[config.mk]
export PLATFORM = sky130hd
export DESIGN_NAME = mmio_mult_unit_flat
export DESIGN_NICKNAME = d
export VERILOG_FILES = /design/src/rtl/mmio_mult_unit_pkg.sv /design/src/rtl/mmio_mult_unit_if.sv /design/src/rtl/mmio_mult_unit_mult_shift_core.sv /design/src/rtl/mmio_mult_unit.sv /design/src/flat_wrapper.sv
export SDC_FILE = /design/constraint.sdc
export NUM_CORES = 1
export LEC_CHECK = 0
export BUFFER_PORTS_ARGS = -buffer_cell sky130_fd_sc_hd__buf_2
export CELL_PAD_IN_SITES_DETAIL_PLACEMENT = 0
export CELL_PAD_IN_SITES_GLOBAL_PLACEMENT = 1
export CORE_MARGIN = 2
export CORE_UTILIZATION = 48
export CTS_BUF_LIST = sky130_fd_sc_hd__clkbuf_8 sky130_fd_sc_hd__clkbuf_16
export DETAILED_ROUTE_END_ITERATION = 8
export PLACE_DENSITY = 0.88
export REMOVE_ABC_BUFFERS = 1
export SYNTH_ARGS = -nofsm -noshare
export SYNTH_HDL_FRONTEND = slang
export SYNTH_SLANG_ARGS = --single-unit
export TNS_END_PERCENT = 100
[constraint.sdc]
create_clock -name clk -period 4.8 [get_ports clk]
set_clock_uncertainty 0.05 [all_clocks]
set_input_delay 0.96 -clock clk [delete_from_list [all_inputs] [get_ports clk]]
set_output_delay 0.96 -clock clk [all_outputs]
set_load 0.005 [all_outputs]
[src/rtl/mmio_mult_unit_pkg.sv]
// Shared opcodes, status bit positions and FSM encodings for the MMIO shift-add multiplier.
package mmio_pkg;

    typedef enum logic [2:0] {
        MMIO_OP_WR_A    = 3'd0,
        MMIO_OP_WR_B    = 3'd1,
        MMIO_OP_RD_RES  = 3'd2,
        MMIO_OP_RD_STAT = 3'd3,
        MMIO_OP_NONE    = 3'd4
    } mmio_op_e;

    localparam int STAT_BUSY = 0;
    localparam int STAT_DONE = 1;
    localparam int STAT_OVF  = 2;
    localparam int STAT_ERR  = 3;

    typedef enum logic [1:0] {
        ST_IDLE = 2'd0,
        ST_BUSY = 2'd1,
        ST_DONE = 2'd2
    } mult_state_e;

    function automatic logic [31:0] pack_status(input logic busy, input logic done,
                                                input logic ovf, input logic err);
        logic [31:0] s;
        s            = '0;
        s[STAT_BUSY] = busy;
        s[STAT_DONE] = done;
        s[STAT_OVF]  = ovf;
        s[STAT_ERR]  = err;
        return s;
    endfunction

endpackage

[src/rtl/mmio_mult_unit_if.sv]
// Decoder-side bus of the multiplier peripheral. o_irq exists only when MMIO_MULT_IRQ_EN is defined.
interface mmio_mult_unit_if;
    logic        i_new;
    logic [2:0]  i_opcode;
    logic [31:0] i_wdata;
    logic [31:0] o_rdata;
    logic        o_busy;
`ifdef MMIO_MULT_IRQ_EN
    logic        o_irq;
`endif

    modport slave (
        input  i_new, i_opcode, i_wdata,
`ifdef MMIO_MULT_IRQ_EN
        output o_irq,
`endif
        output o_rdata, o_busy
    );

    modport master (
        output i_new, i_opcode, i_wdata,
`ifdef MMIO_MULT_IRQ_EN
        input  o_irq,
`endif
        input  o_rdata, o_busy
    );
endinterface

[src/rtl/mmio_mult_unit_mult_shift_core.sv]
// Shift-add datapath: start loads operands, each step folds one multiplier bit into acc.
module mult_shift_core #(
    parameter int WIDTH = 32
) (
    input  logic                 clk,
    input  logic                 rst_n,
    input  logic                 i_start,
    input  logic                 i_step,
    input  logic [WIDTH-1:0]     i_a,
    input  logic [WIDTH-1:0]     i_b,
    output logic                 o_last,
    output logic [2*WIDTH-1:0]   o_acc_next
);
    localparam int CW = $clog2(WIDTH + 1);

    logic [2*WIDTH-1:0] r_a_sh;
    logic [2*WIDTH-1:0] r_acc;
    logic [WIDTH-1:0]   r_b;
    logic [CW-1:0]      r_cnt;

    // Value acc takes after the current step; the owner latches it on the final step.
    assign o_acc_next = r_acc + (r_b[0] ? r_a_sh : '0);
    assign o_last     = (r_cnt == CW'(1));

    always_ff @(posedge clk or negedge rst_n) begin
        if (!rst_n) begin
            r_a_sh <= '0;
            r_acc  <= '0;
            r_b    <= '0;
            r_cnt  <= '0;
        end else if (i_start) begin
            r_a_sh <= {{WIDTH{1'b0}}, i_a};
            r_acc  <= '0;
            r_b    <= i_b;
            r_cnt  <= CW'(WIDTH);
        end else if (i_step) begin
            r_acc  <= o_acc_next;
            r_a_sh <= r_a_sh << 1;
            r_b    <= r_b >> 1;
            r_cnt  <= r_cnt - CW'(1);
        end
    end
endmodule

[src/rtl/mmio_mult_unit.sv]
// MMIO multiplier peripheral: operand/result registers, IDLE/BUSY/DONE control and load mux.
// Optional completion interrupt enabled by defining MMIO_MULT_IRQ_EN.
module mmio_mult_unit
    import mmio_pkg::*;
#(
    parameter int WIDTH = 32
) (
    input  logic              clk,
    input  logic              rst_n,
    mmio_mult_unit_if.slave   bus
);
    mult_state_e        r_state, w_state_next;
    logic [WIDTH-1:0]   r_a;
    logic [WIDTH-1:0]   r_result;
    logic               r_done, r_ovf, r_err;
    logic               w_start, w_step, w_complete, w_last;
    logic               w_wr_a, w_wr_b, w_rd_stat, w_busy;
    logic [2*WIDTH-1:0] w_acc_next;
    logic [31:0]        w_res_ext;

    assign w_busy    = (r_state == ST_BUSY);
    assign w_wr_a    = bus.i_new && (bus.i_opcode == MMIO_OP_WR_A);
    assign w_wr_b    = bus.i_new && (bus.i_opcode == MMIO_OP_WR_B);
    assign w_rd_stat = bus.i_new && (bus.i_opcode == MMIO_OP_RD_STAT);

    mult_shift_core #(.WIDTH(WIDTH)) u_core (
        .clk        (clk),
        .rst_n      (rst_n),
        .i_start    (w_start),
        .i_step     (w_step),
        .i_a        (r_a),
        .i_b        (bus.i_wdata[WIDTH-1:0]),
        .o_last     (w_last),
        .o_acc_next (w_acc_next)
    );

    always_ff @(posedge clk or negedge rst_n) begin
        if (!rst_n) r_state <= ST_IDLE;
        else        r_state <= w_state_next;
    end

    always_comb begin
        w_state_next = r_state;
        w_start      = 1'b0;
        w_step       = 1'b0;
        w_complete   = 1'b0;
        case (r_state)
            ST_IDLE, ST_DONE: begin
                if (w_wr_b) begin
                    w_start      = 1'b1;
                    w_state_next = ST_BUSY;
                end
            end
            ST_BUSY: begin
                w_step = 1'b1;
                if (w_last) begin
                    w_complete   = 1'b1;
                    w_state_next = ST_DONE;
                end
            end
            default: w_state_next = ST_IDLE;
        endcase
    end

    // Later assignments win: completion overrides a same-edge status-read clear of done.
    always_ff @(posedge clk or negedge rst_n) begin
        if (!rst_n) begin
            r_a      <= '0;
            r_result <= '0;
            r_done   <= 1'b0;
            r_ovf    <= 1'b0;
            r_err    <= 1'b0;
        end else begin
            if (w_wr_a && !w_busy)
                r_a <= bus.i_wdata[WIDTH-1:0];
            if ((w_wr_a || w_wr_b) && w_busy)
                r_err <= 1'b1;
            if (w_start) begin
                r_done <= 1'b0;
                r_ovf  <= 1'b0;
            end
            if (w_rd_stat) begin
                r_done <= 1'b0;
                r_err  <= 1'b0;
            end
            if (w_complete) begin
                r_result <= w_acc_next[WIDTH-1:0];
                r_ovf    <= |w_acc_next[2*WIDTH-1:WIDTH];
                r_done   <= 1'b1;
            end
        end
    end

`ifdef MMIO_MULT_IRQ_EN
    logic r_irq;
    always_ff @(posedge clk or negedge rst_n) begin
        if (!rst_n)
            r_irq <= 1'b0;
        else if (w_complete)
            r_irq <= 1'b1;
        else if (w_start || w_rd_stat)
            r_irq <= 1'b0;
    end
    assign bus.o_irq = r_irq;
`endif

    always_comb begin
        w_res_ext              = '0;
        w_res_ext[WIDTH-1:0]   = r_result;
    end

    assign bus.o_busy  = w_busy;
    assign bus.o_rdata = (bus.i_opcode == MMIO_OP_RD_RES)  ? w_res_ext :
                         (bus.i_opcode == MMIO_OP_RD_STAT) ? pack_status(w_busy, r_done, r_ovf, r_err) :
                         32'h0;
endmodule
[src/flat_wrapper.sv]
// flat-port wrapper written by rule: the top's interface ports become plain ports
module mmio_mult_unit_flat import mmio_pkg::*;
#(
    parameter int WIDTH = 32
)
  (clk, rst_n, bus_i_new, bus_i_opcode, bus_i_wdata, bus_o_rdata, bus_o_busy);
  mmio_mult_unit_if bus_i ();
  input  logic clk;
  input  logic rst_n;
  input wire logic [$bits(bus_i.i_new)-1:0] bus_i_new;
  input wire logic [$bits(bus_i.i_opcode)-1:0] bus_i_opcode;
  input wire logic [$bits(bus_i.i_wdata)-1:0] bus_i_wdata;
  output wire logic [$bits(bus_i.o_rdata)-1:0] bus_o_rdata;
  output wire logic [$bits(bus_i.o_busy)-1:0] bus_o_busy;
  assign bus_i.i_new = bus_i_new;
  assign bus_i.i_opcode = bus_i_opcode;
  assign bus_i.i_wdata = bus_i_wdata;
  assign bus_o_rdata = bus_i.o_rdata;
  assign bus_o_busy = bus_i.o_busy;
  mmio_mult_unit #(.WIDTH(WIDTH)) u_core (.clk(clk), .rst_n(rst_n), .bus(bus_i));
endmodule
# After elaboration in Yosys (flattened, before gate mapping)
# Index checks and enable logic that the tools add are counted.
# W data, S select, Z words.
[word_totals] reg_bits=235 in_bits=38 output_inout_bits=33
[op_classes] add_sub_neg=2 eq_ne=8 mux=25 n_reduce_logical=16
[op_table] operator="$mux W64" count=5
[op_table] operator="$mux W32" count=3
[op_table] operator="$add A64 B64 Y64" count=1
[op_table] operator="$reduce_or A32 Y1" count=1
[op_table] operator="$mux W6" count=2
[op_table] operator="$mux W1" count=11
[op_table] operator="$eq A3 B2 Y1 const B" count=2
[op_table] operator="$eq A6 B1 Y1 const B" count=1
[op_table] operator="$reduce_bool A2 Y1" count=3
[op_table] operator="$sub A6 B1 Y6 const B" count=1
[op_table] operator="$logic_and A1 B1 Y1" count=5
[op_table] operator="$mux W2" count=2
[op_table] operator="$mux W4" count=1
[op_table] operator="$pmux W2 S2" count=1
[op_table] operator="$eq A3 B1 Y1 const B" count=1
[op_table] operator="$logic_not A3 Y1" count=1
[op_table] operator="$reduce_bool A3 Y1" count=1
[op_table] operator="$eq A2 B1 Y1 const B" count=1
[op_table] operator="$eq A2 B2 Y1 const B" count=1
[op_table] operator="$logic_not A2 Y1" count=1
[op_table] operator="$ne A2 B1 Y1 const B" count=1
[op_table] operator="$ne A2 B2 Y1 const B" count=1
[op_table] operator="$reduce_and A2 Y1" count=1
[op_table] operator="$reduce_or A2 Y1" count=1
[op_table] operator="other kinds (2)" count=2

# Longest topological paths before layout
# Gate-level depths: netlist of run 1.
[depth] word_depth=7 depth_mapped=16 depth_no_buf=14

# Modules after synthesis
# From an unflattened synthesis of run 1, not the netlist that was laid out.
[hier_totals] hier_cells=1502 hier_area_um2=14347.5
[by_module_without_submodules] module="mult_shift_core" n_inst=1 cells_per_inst=1289 area_per_inst_um2=11367.2 seq_area_each_um2=4154.0
[by_module_without_submodules] module="mmio_mult_unit" n_inst=1 cells_per_inst=213 area_per_inst_um2=2980.4 seq_area_each_um2=1726.7

# Worst setup path after synthesis of run 1
# OpenSTA, ideal clock, no wires.
[synth_path] kind="register to register" startpoint="register u_core.u_core.r_b[0]" endpoint="register u_core.r_ovf" setup_ps=139 arrival_time_ps=3726 t_required_ps=4611 path_slack_ps=885 stages_incl_launch_ff=17 n_path_buf=3 period_less_slack_ps=3915 cell_sequence="dfrtp_1 clkbuf_1 clkbuf_1 and2_1 ha_1 buf_2 a21oi_1 o21ai_1 a21o_1 a221o_1 or4_1 and3_1 nor4_1 nand4_1 nor4b_1 and4b_1 a41oi_2"
[synth_between] elab_chain_cells=4
[synth_rtl] item="start: declaration" line="mmio_mult_unit_mult_shift_core.sv:18" source="logic [WIDTH-1:0] r_b;"
[synth_rtl] item="start signal: assignment" line="mmio_mult_unit_mult_shift_core.sv:34" source="r_b <= i_b;"
[synth_rtl] item="start signal: assignment" line="mmio_mult_unit_mult_shift_core.sv:39" source="r_b <= r_b >> 1;"
[synth_rtl] item="$mux W64" line="mmio_mult_unit_mult_shift_core.sv:22" source="assign o_acc_next = r_acc + (r_b[0] ? r_a_sh : '0);"
[synth_rtl] item="$add A64 B64 Y64" line="mmio_mult_unit_mult_shift_core.sv:22"
[synth_rtl] item="$reduce_or A32 Y1" line="mmio_mult_unit.sv:88" source="r_ovf <= |w_acc_next[2*WIDTH-1:WIDTH];"
[synth_rtl] item="$mux W1" line="mmio_mult_unit.sv:86" source="if (w_complete) begin"
[synth_rtl] item="end signal: assignment" line="mmio_mult_unit.sv:88"
[synth_rtl] item="end: declaration" line="mmio_mult_unit.sv:15" source="logic r_done, r_ovf, r_err;"
# No other way between the ends.
# A chain may end at the register's enable or synchronous reset.

# Worst setup path in the final report of run 1
# Same ends and word-level chain as after synthesis.

==> impl_table.tex, run 1 <==
\begin{tabular}{lr}
\hline
Metric & Value \\
\hline
\multicolumn{2}{l}{\textbf{Outcome}} \\
\quad Status & finished, final reports clean \\
\multicolumn{2}{l}{\textbf{CTS}} \\
\quad Clock latency on the worst-skew pair & $\sim$0.56 ns \\
\quad Clock tree root buffer cell & sky130\_fd\_sc\_hd\_\_clkbuf\_16 \\
\quad Inserted Clock Buffers & 27 \\
\quad TritonCTS Sinks & 235 \\
\quad Maximum level of the CTS H-tree & 1 \\
\quad Reg clk slew, reported paths & approximately 0.06 ns \\
\quad TritonCTS clock tree & done \\
\quad Post-cts hold buffer count & 0 \\
\quad Buffer depth of the longest clock path & 3 \\
\multicolumn{2}{l}{\textbf{Power}} \\
\quad Switching power & around 3.2 mW \\
\quad Cell internal power dissipation & around 5 mW \\
\quad Leak pwr & around 7.4 nW \\
\quad Clk network pwr share & around a quarter \\
\quad Share of power burned in combinational logic & 34.5\% \\
\quad Pwr dens & roughly 510 nW/um2 \\
\quad Fraction of power spent switching nets & 38.8\% \\
\quad Maximum VDD drop & around 330 uV \\
\quad Sequential power share & approximately two fifths \\
\multicolumn{2}{l}{\textbf{Setup path}} \\
\quad Required time worst endpoint & between 5 and 6 ns \\
\quad Total stage count of the critical path & 15 \\
\quad WP data arrival & between 4 and 5 ns \\
\quad Startpoint type of the worst setup path & flop \\
\quad Critical path's slowest cell & sky130\_fd\_sc\_hd\_\_or4\_1 \\
\quad Delay of the slowest cell on the worst path & about 0.53 ns \\
\quad Largest delay contributor family on the critical path & compound AO/OA/AOI/OAI gates \\
\quad Count of cells along the worst register-to-register path & 15 \\
\quad Crit path max fanout & between 60 and 70 \\
\quad Most frequent cell on the critical path & sky130\_fd\_sc\_hd\_\_o221ai\_1 \\
\quad Type of the worst setup path & flop to flop \\
\quad List of cells traversed by the critical path & buf\_12 -> and2\_1 -> ha\_1 -> fa\_1 -> a21oi\_1 -> o221ai\_1 -> o221ai\_1 -> nand4\_1 -> nand2\_1 -> o21ai\_1 -> a31oi\_1 -> or4\_1 -> o211ai\_1 -> nor3b\_1 -> a41oi\_2 \\
\quad Buffering stage count on the worst path with inverters included & 1 \\
\quad Kind of end point of the critical path & flop \\
\multicolumn{2}{l}{\textbf{GRT}} \\
\quad Wire length of the first global-routing pass & between 60 and 70 mm \\
\quad GR Layer Usage met3 & approximately 3.2\% \\
\quad Maximum number of pins on one net before global-route repair & roughly 110 \\
\quad Vias in the first global route & 12000 \\
\quad Number of antenna violations at the first check in global routing & 0 \\
\quad Total global routing track utilization & roughly a quarter \\
\quad Fraction of met2 tracks used by global routing & about two fifths \\
\quad Overflow left after global routing & 0 \\
\quad Top Usage Layer GRT & met2 \\
\quad Met1 Usage GRT & a little over a third \\
\multicolumn{2}{l}{\textbf{Synthesis}} \\
\quad Cells after synthesis & approximately 1700 \\
\quad Most used standard cells in the synthesized netlist & sky130\_fd\_sc\_hd\_\_nand2\_1 (356), sky130\_fd\_sc\_hd\_\_dfrtp\_1 (235), sky130\_fd\_sc\_hd\_\_o21ai\_0 (135) \\
\quad Number of synthesized register bits & around 240 \\
\quad Leading area contributor after synthesis & sky130\_fd\_sc\_hd\_\_dfrtp\_1 \\
\quad Warnings, synthesis & 0 \\
\quad Mapped Avg Cell Area & 8.62 um2 \\
\quad Largest cells by area after synthesis & sky130\_fd\_sc\_hd\_\_dfrtp\_1 (41\%), sky130\_fd\_sc\_hd\_\_nand2\_1 (9.4\%), sky130\_fd\_sc\_hd\_\_ha\_1 (5.7\%) \\
\quad Post-synthesis cell area & $\sim$14000 um2 \\
\quad Share of flip-flops with an asynchronous set or reset & between 90\% and 100\% \\
\quad Most used flip-flop cell after synthesis & sky130\_fd\_sc\_hd\_\_dfrtp\_1 \\
\quad Post-synth top area share & 41.2\% \\
\quad Most common cell in the netlist & sky130\_fd\_sc\_hd\_\_nand2\_1 \\
\quad Number of enable-type register cells in the synthesized netlist & 0 \\
\quad Number of distinct library cells after synthesis & 80 \\
\quad Seq/Total Area, Yosys & 41.2\% \\
\multicolumn{2}{l}{\textbf{Floorplan}} \\
\quad Placement row count & 63 \\
\quad Initial cell density of the core & 48.4\% \\
\quad Die Y & 176 um \\
\quad Width of the die & roughly 180 um \\
\quad Core outline area & just under 30000 um2 \\
\quad I/O pin count & $\sim$70 \\
\quad Die Footprint & about 31000 um2 \\
\multicolumn{2}{l}{\textbf{Timing}} \\
\quad Post-Route Setup TNS & 0 ns \\
\quad Finish-stage setup viols & 0 \\
\quad Pin slew with the least headroom to its limit & 1.15 ns \\
\quad Final-layout worst hold slack & 0.421 ns \\
\quad Fin. max-slew vios & 0 \\
\quad Post-route minimum period & 4.49 ns \\
\quad Unrepaired setup endpoints after global routing & no \\
\quad Worst relative slew slack & a little under a quarter \\
\quad Highest Clock Rate & $\sim$0.22 GHz \\
\quad Final Cycle Share & roughly 94\% \\
\quad Final Hold Vio Count & 0 \\
\multicolumn{2}{l}{\textbf{Finish}} \\
\quad Fillers & 2733 \\
\quad Antenna Diode Count & 0 \\
\quad Total number of nets in the final design & $\sim$1800 \\
\quad Fraction of final layout cells sized beyond drive strength 1 & a little under an eighth \\
\quad Layout area overhead & 11.5\% \\
\multicolumn{2}{l}{\textbf{Detailed routing}} \\
\quad Avg Vias per Cell & approximately 5.9 \\
\quad Detailed Routing Iterations Pass 1 & 5 \\
\quad DRC viols & 0 \\
\quad Count of antenna-violating nets left after detailed routing & 0 \\
\quad Final wirelength & slightly below 40 mm \\
\quad Routed len/inst & around 19 um \\
\quad Iter 0 DRT Violations & 915 \\
\quad Total number of vias & around 12000 \\
\multicolumn{2}{l}{\textbf{Placement}} \\
\quad Post-detail-place hpwl & between 20 and 30 mm \\
\quad Number of input and output port buffers inserted & 70 \\
\quad Global placement routability congestion & around 0.93 \\
\multicolumn{2}{l}{\textbf{Min path}} \\
\quad Hold Crit Class & input pin to async pin \\
\multicolumn{2}{l}{\textbf{Flow run}} \\
\quad Number of max-cap violations & 0 \\
\hline
\end{tabular}
-- through the flow --
stage               setup WS (ns)  instance area, um2  total power, mW  util, %  std cells
floorplan                   -3.40               13900             5.02        -       1552
global placement            0.407               15000             5.92     50.7       2034
detailed placement          0.342               15000             5.99     50.7       2034
CTS                         0.321               15900             8.20     54.0       2084
global route               0.0158               15900             8.73     54.0       2085
finish                      0.307               15900             8.16     54.0       2085
-- kinds of logic (layout without fill, tap and decap cells) --
logic type | after synthesis | after routing | synth area share (%)
AOI/OAI and AO/OA | 471 | 471 | 21.4
xor gates and xnor gates | 49 | 49 | 3.01
adders and majority gates | 66 | 66 | 5.84
buffers and inverters | 131 | 170 | 3.58
DFF | 235 | 235 | 41.2
muxes | 34 | 34 | 2.67
and+or+nand+nor | 670 | 670 | 22.4
-- state kept, by name (all words and copies together) (netlist names) --
name / flops
u_core.u_core.r_a_sh: 64
u_core.u_core.r_acc: 64
u_core.r_a: 32
u_core.r_result: 32
u_core.u_core.r_b: 32
u_core.u_core.r_cnt: 6
u_core.r_state: 2
u_core.r_done: 1
u_core.r_err: 1
u_core.r_ovf: 1
-- layer usage --
layer	routed length [um]	share of wire, %
met1	18200	46
met2	18100	46
met3	1970	5.0
met4	1090	2.8
met5	0	0
-- path summary, 6_finish.rpt --
path,start,end,slack (ns)
max,u_core.u_core.r_b[0],u_core.r_ovf,0.31
min,rst_n,u_core.u_core.r_a_sh[57],0.42
max reg2reg,u_core.u_core.r_b[0],u_core.r_ovf,0.31
min reg2reg,u_core.r_result[31],u_core.r_result[31],0.42
max in group asynchronous,rst_n,u_core.u_core.r_b[29],3.20
min in group clk,u_core.r_result[31],u_core.r_result[31],0.42
-- power groups by stage --
stage	clock, mW	combinational (mW)	sequential [mW]
global route	2.30	3.18	3.26
detailed placement	0	2.80	3.19
global placement	0	2.75	3.17
floorplan	0	1.97	3.05
finish	2.18	2.81	3.17
CTS	2.21	2.82	3.17
-- cell type report --
class | instances | area (um2) | area share [%]
Timing Repair Buffer | 93 | 571 | 3.58
Inverter | 27 | 104 | 0.652
Clock buffer | 37 | 813 | 5.11
Tap cell | 390 | 488 | 3.06
Multi-Input combinational cell | 1290 | 7920 | 49.8
Sequential cell | 235 | 5880 | 36.9
Clock inverter | 13 | 143 | 0.896
-- cell usage in the layout, fill, tap and decap left out, types with 5 or more instances in the layout --
cell                        Yosys  routed
sky130_fd_sc_hd__a22oi_1       62      62
sky130_fd_sc_hd__o211ai_1      14      14
sky130_fd_sc_hd__buf_2         15      69
sky130_fd_sc_hd__and3_1         7       7
sky130_fd_sc_hd__o21a_1        14      14
sky130_fd_sc_hd__clkbuf_8       0      10
sky130_fd_sc_hd__mux2_2        33      33
sky130_fd_sc_hd__nor3_1        16      16
sky130_fd_sc_hd__a22o_1        18      18
sky130_fd_sc_hd__nand3_1       58      58
sky130_fd_sc_hd__clkbuf_16      0      27
sky130_fd_sc_hd__o21bai_1      17      17
sky130_fd_sc_hd__xnor2_1       31      31
sky130_fd_sc_hd__a211o_1        5       5
sky130_fd_sc_hd__nor2_1        46      44
sky130_fd_sc_hd__o21ai_1       12      12
sky130_fd_sc_hd__or3_1          8       8
sky130_fd_sc_hd__nand2b_1       6       5
sky130_fd_sc_hd__a21oi_1       94      94
sky130_fd_sc_hd__and2_1        94      94
sky130_fd_sc_hd__xor2_1        18      18
sky130_fd_sc_hd__nand4_1       34      34
sky130_fd_sc_hd__inv_1         27      28
sky130_fd_sc_hd__a21o_1        20      20
sky130_fd_sc_hd__o21ai_0      135     135
sky130_fd_sc_hd__ha_1          65      65
sky130_fd_sc_hd__a31oi_1       10      10
sky130_fd_sc_hd__a211oi_1       7       7
sky130_fd_sc_hd__o31ai_1       11      11
sky130_fd_sc_hd__nor4_1         7       7
sky130_fd_sc_hd__o221ai_1       6       6
sky130_fd_sc_hd__or4_1          8       8
sky130_fd_sc_hd__nand2_1      356     355
sky130_fd_sc_hd__dfrtp_1      235     235
sky130_fd_sc_hd__buf_4          0      20
-- timing repair --
item                       in CTS  in global routing
setup endpoints to repair       0                  1
gates resized for setup         0                  1
hold endpoints to repair        0                  0
setup buffers                   0                  1
(Power assumes the default switching activity.)
==> run 2: changes to the inputs <==
--- a/config.mk
+++ b/config.mk
@@ -9,10 +9,10 @@
 export CELL_PAD_IN_SITES_DETAIL_PLACEMENT = 0
 export CELL_PAD_IN_SITES_GLOBAL_PLACEMENT = 1
 export CORE_MARGIN = 2
-export CORE_UTILIZATION = 48
+export CORE_UTILIZATION = 50
 export CTS_BUF_LIST = sky130_fd_sc_hd__clkbuf_8 sky130_fd_sc_hd__clkbuf_16
 export DETAILED_ROUTE_END_ITERATION = 8
-export PLACE_DENSITY = 0.88
+export PLACE_DENSITY = 0.91
 export REMOVE_ABC_BUFFERS = 1
 export SYNTH_ARGS = -nofsm -noshare
 export SYNTH_HDL_FRONTEND = slang
==> constraint.sdc (replaced) <==
create_clock -name clk -period 5.8 [get_ports clk]
set_clock_uncertainty 0.05 [all_clocks]
set_input_delay 1.16 -clock clk [delete_from_list [all_inputs] [get_ports clk]]
set_output_delay 1.16 -clock clk [all_outputs]
set_load 0.005 [all_outputs]
==> run 2 against run 1 <==
Net effect: sequential power fell by 16%; clock power fell by 30%; first-iteration DRC count rose by 1.4%; register-to-register slack improved by 0.30 ns; via count fell by 0.17%; sequential share of layout area rose by 0.66 points; critical path type unchanged.
==> impl_table.tex, run 2 (synthesis gave the netlist of run 1 again) <==
\begin{tabular}{lr}
\hline
Metric & Value \\
\hline
\multicolumn{2}{l}{\textbf{Outcome}} \\
\quad Status & finished, final reports clean \\
\multicolumn{2}{l}{\textbf{GRT}} \\
\quad Wire length of the first global-routing pass & approximately 65 mm \\
\quad Vias in the first global route & $\sim$12000 \\
\quad Total global routing track utilization & roughly a quarter \\
\quad Maximum number of pins on one net before global-route repair & 129 \\
\quad Overflow left after global routing & 0 \\
\quad Number of antenna violations at the first check in global routing & 0 \\
\multicolumn{2}{l}{\textbf{Min path}} \\
\quad Hold Crit Class & flop to flop \\
\quad Worst Hold End & u\_core.r\_result[15] \\
\quad Worst hold start & u\_core.r\_result[15] \\
\quad Hold Path Stages & 2 \\
\multicolumn{2}{l}{\textbf{CTS}} \\
\quad Buffers inserted by post-CTS timing repair & 0 \\
\quad Inserted Clock Buffers & 26 \\
\quad TritonCTS Sinks & 235 \\
\quad Maximum level of the CTS H-tree & 1 \\
\quad Reg clk slew, reported paths & around 0.060 ns \\
\quad Buffer depth of the longest clock path & 3 \\
\quad Clock latency on the worst-skew pair & about 0.55 ns \\
\quad Post-cts hold buffer count & 0 \\
\quad Clock tree root buffer cell & sky130\_fd\_sc\_hd\_\_clkbuf\_16 \\
\quad TritonCTS clock tree & done \\
\quad Cts repair resizes & 0 \\
\multicolumn{2}{l}{\textbf{Timing}} \\
\quad Post-route minimum period & 5.20 ns \\
\quad Pin slew with the least headroom to its limit & approximately 1.1 ns \\
\quad Final Hold Vio Count & 0 \\
\quad Worst relative slew slack & between 20\% and 30\% \\
\quad Fin. max-slew vios & 0 \\
\quad Crit path setup slack, layout & 0.602 ns \\
\quad Highest Clock Rate & between 0.15 and 0.2 GHz \\
\quad Finish-stage setup viols & 0 \\
\quad Final Cycle Share & approximately nine tenths \\
\quad Unrepaired setup endpoints after global routing & no \\
\multicolumn{2}{l}{\textbf{Placement}} \\
\quad Number of input and output port buffers inserted & 70 \\
\quad Pre-CTS WS & 0.793 ns \\
\quad Global placement routability congestion & 0.910 \\
\quad Post-detail-place hpwl & 27.1 mm \\
\quad Post-DP Area & 14900 um2 \\
\quad Placed cells & roughly 2000 \\
\multicolumn{2}{l}{\textbf{Setup path}} \\
\quad Delay of the slowest cell on the worst path & around 1.0 ns \\
\quad List of cells traversed by the critical path & and2\_1 -> ha\_1 -> fa\_1 -> a21oi\_1 -> o221ai\_1 -> o211ai\_1 -> a2111oi\_0 -> o21bai\_1 -> nor3b\_1 -> a221oi\_1 -> nand4\_1 -> nor4b\_1 -> and4b\_1 -> a41oi\_2 \\
\quad Crit path max fanout & 27 \\
\quad Type of the worst setup path & flop to flop \\
\quad Largest delay contributor family on the critical path & compound AO/OA/AOI/OAI gates \\
\quad Source of the worst register-to-register timing path & u\_core.u\_core.r\_b[0] \\
\quad Kind of end point of the critical path & flop \\
\quad Count of cells along the worst register-to-register path & 14 \\
\quad Worst-case register-to-register setup slack & 0.60 ns \\
\quad WP data arrival & between 5 and 6 ns \\
\quad Required time worst endpoint & between 6 and 7 ns \\
\quad Buffering stage count on the worst path with inverters included & 0 \\
\quad Startpoint type of the worst setup path & flop \\
\quad End of the worst register-to-register path & u\_core.r\_ovf \\
\quad Critical path's slowest cell & sky130\_fd\_sc\_hd\_\_a2111oi\_0 \\
\multicolumn{2}{l}{\textbf{Detailed routing}} \\
\quad Final wirelength & between 30 and 40 mm \\
\quad Iter 0 DRT Violations & 928 \\
\quad DRC viols & 0 \\
\quad Avg Vias per Cell & $\sim$6.0 \\
\quad Detailed Routing Iterations Pass 1 & 5 \\
\quad Total number of vias & 12300 \\
\quad Count of antenna-violating nets left after detailed routing & 0 \\
\quad Routed len/inst & around 19 um \\
\multicolumn{2}{l}{\textbf{Finish}} \\
\quad Most common cell after layout, fill and taps aside & sky130\_fd\_sc\_hd\_\_nand2\_1 \\
\quad Final core utilization & 56.0\% \\
\quad Antenna Diode Count & 0 \\
\quad Post-route non-filler standard cell count & roughly 2100 \\
\quad Fraction of final layout cells sized beyond drive strength 1 & 10.6\% \\
\quad Total number of nets in the final design & between 1500 and 2000 \\
\quad Biggest regs & u\_core.u\_core.r\_a\_sh (64), u\_core.u\_core.r\_acc (64) \\
\quad Layout area overhead & 9.57\% \\
\quad Fillers & between 2000 and 3000 \\
\quad Cell area after layout & between 15000 and 20000 um2 \\
\quad Most frequent cells in the layout & sky130\_fd\_sc\_hd\_\_nand2\_1 (355), sky130\_fd\_sc\_hd\_\_dfrtp\_1 (235), sky130\_fd\_sc\_hd\_\_o21ai\_0 (135) \\
\multicolumn{2}{l}{\textbf{Flow run}} \\
\quad Number of max-cap violations & 0 \\
\multicolumn{2}{l}{\textbf{Floorplan}} \\
\quad Die Footprint & $\sim$30000 um2 \\
\quad Core outline area & between 20000 and 30000 um2 \\
\quad Initial cell density of the core & 51.1\% \\
\quad I/O pin count & between 70 and 80 \\
\quad Die Y & roughly 170 um \\
\quad Width of the die & 173 um \\
\quad Placement row count & 61 \\
\multicolumn{2}{l}{\textbf{Power}} \\
\quad Pwr dens & 414 nW/um2 \\
\quad Maximum VDD drop & around 270 uV \\
\quad PnR Total Power & between 6 and 7 mW \\
\quad Leak pwr & 7.27 nW \\
\hline
\end{tabular}
==> run 2: power by group <==
group | switching [mW] | internal, mW
sequential | 0.416 | 2.23
combinational | 1.49 | 0.800
clock | 0.671 | 0.858
total | 2.58 | 3.89
==> run 2: worst reg2reg max path, delay by kind of cell (launching register included) <==
family	cells	cell delay, ns
flip-flops	1	0.80
AND/OR/NAND/NOR	5	1.25
adder cells (fa/ha/maj)	2	0.44
AO/OA/AOI/OAI	7	2.51
==> run 2: worst max-delay path by stage <==
| stage | startpoint | end | slack [ns] | cells past startpoint |
|---|---|---|---|---|
| after floorplan | u_core.r_state[1] | u_core.u_core.r_acc[63] | -2.40 | 5 |
| after global placement | u_core.u_core.r_b[0] | u_core.r_ovf | 0.90 | 14 |
| after detailed placement | u_core.u_core.r_b[0] | u_core.r_ovf | 0.79 | 14 |
| after CTS | u_core.u_core.r_b[0] | u_core.r_ovf | 0.75 | 14 |
| after global routing | u_core.u_core.r_b[0] | u_core.r_ovf | 0.41 | 14 |
| final | u_core.u_core.r_b[0] | u_core.r_ovf | 0.60 | 14 |
==> run 2: metal layers <==
metal	track usage, %	share of wire [%]
met5	0	0
met4	7.94	2.8
met3	2.81	4.3
met2	42.7	47
met1	36.4	46
==> run 2: layout make-up <==
type,instances,area (um2),area share [%]
Inverter,27,104,0.664
Tap cell,378,473,3.02
Sequential cell,235,5880,37.6
Clock inverter,14,73.8,0.472
Timing Repair Buffer,85,485,3.10
Multi-Input combinational cell,1290,7920,50.6
Clock buffer,30,706,4.51
==> run 2: through the flow <==
| step | hold WS [ns] | setup TNS [ns] |
|---|---|---|
| floorplan | 0.385 | -273.51 |
| global placement | 0.401 | 0 |
| detailed placement | 0.405 | 0 |
| CTS | 0.425 | 0 |
| global route | 0.451 | 0 |
| finish | 0.419 | 0 |
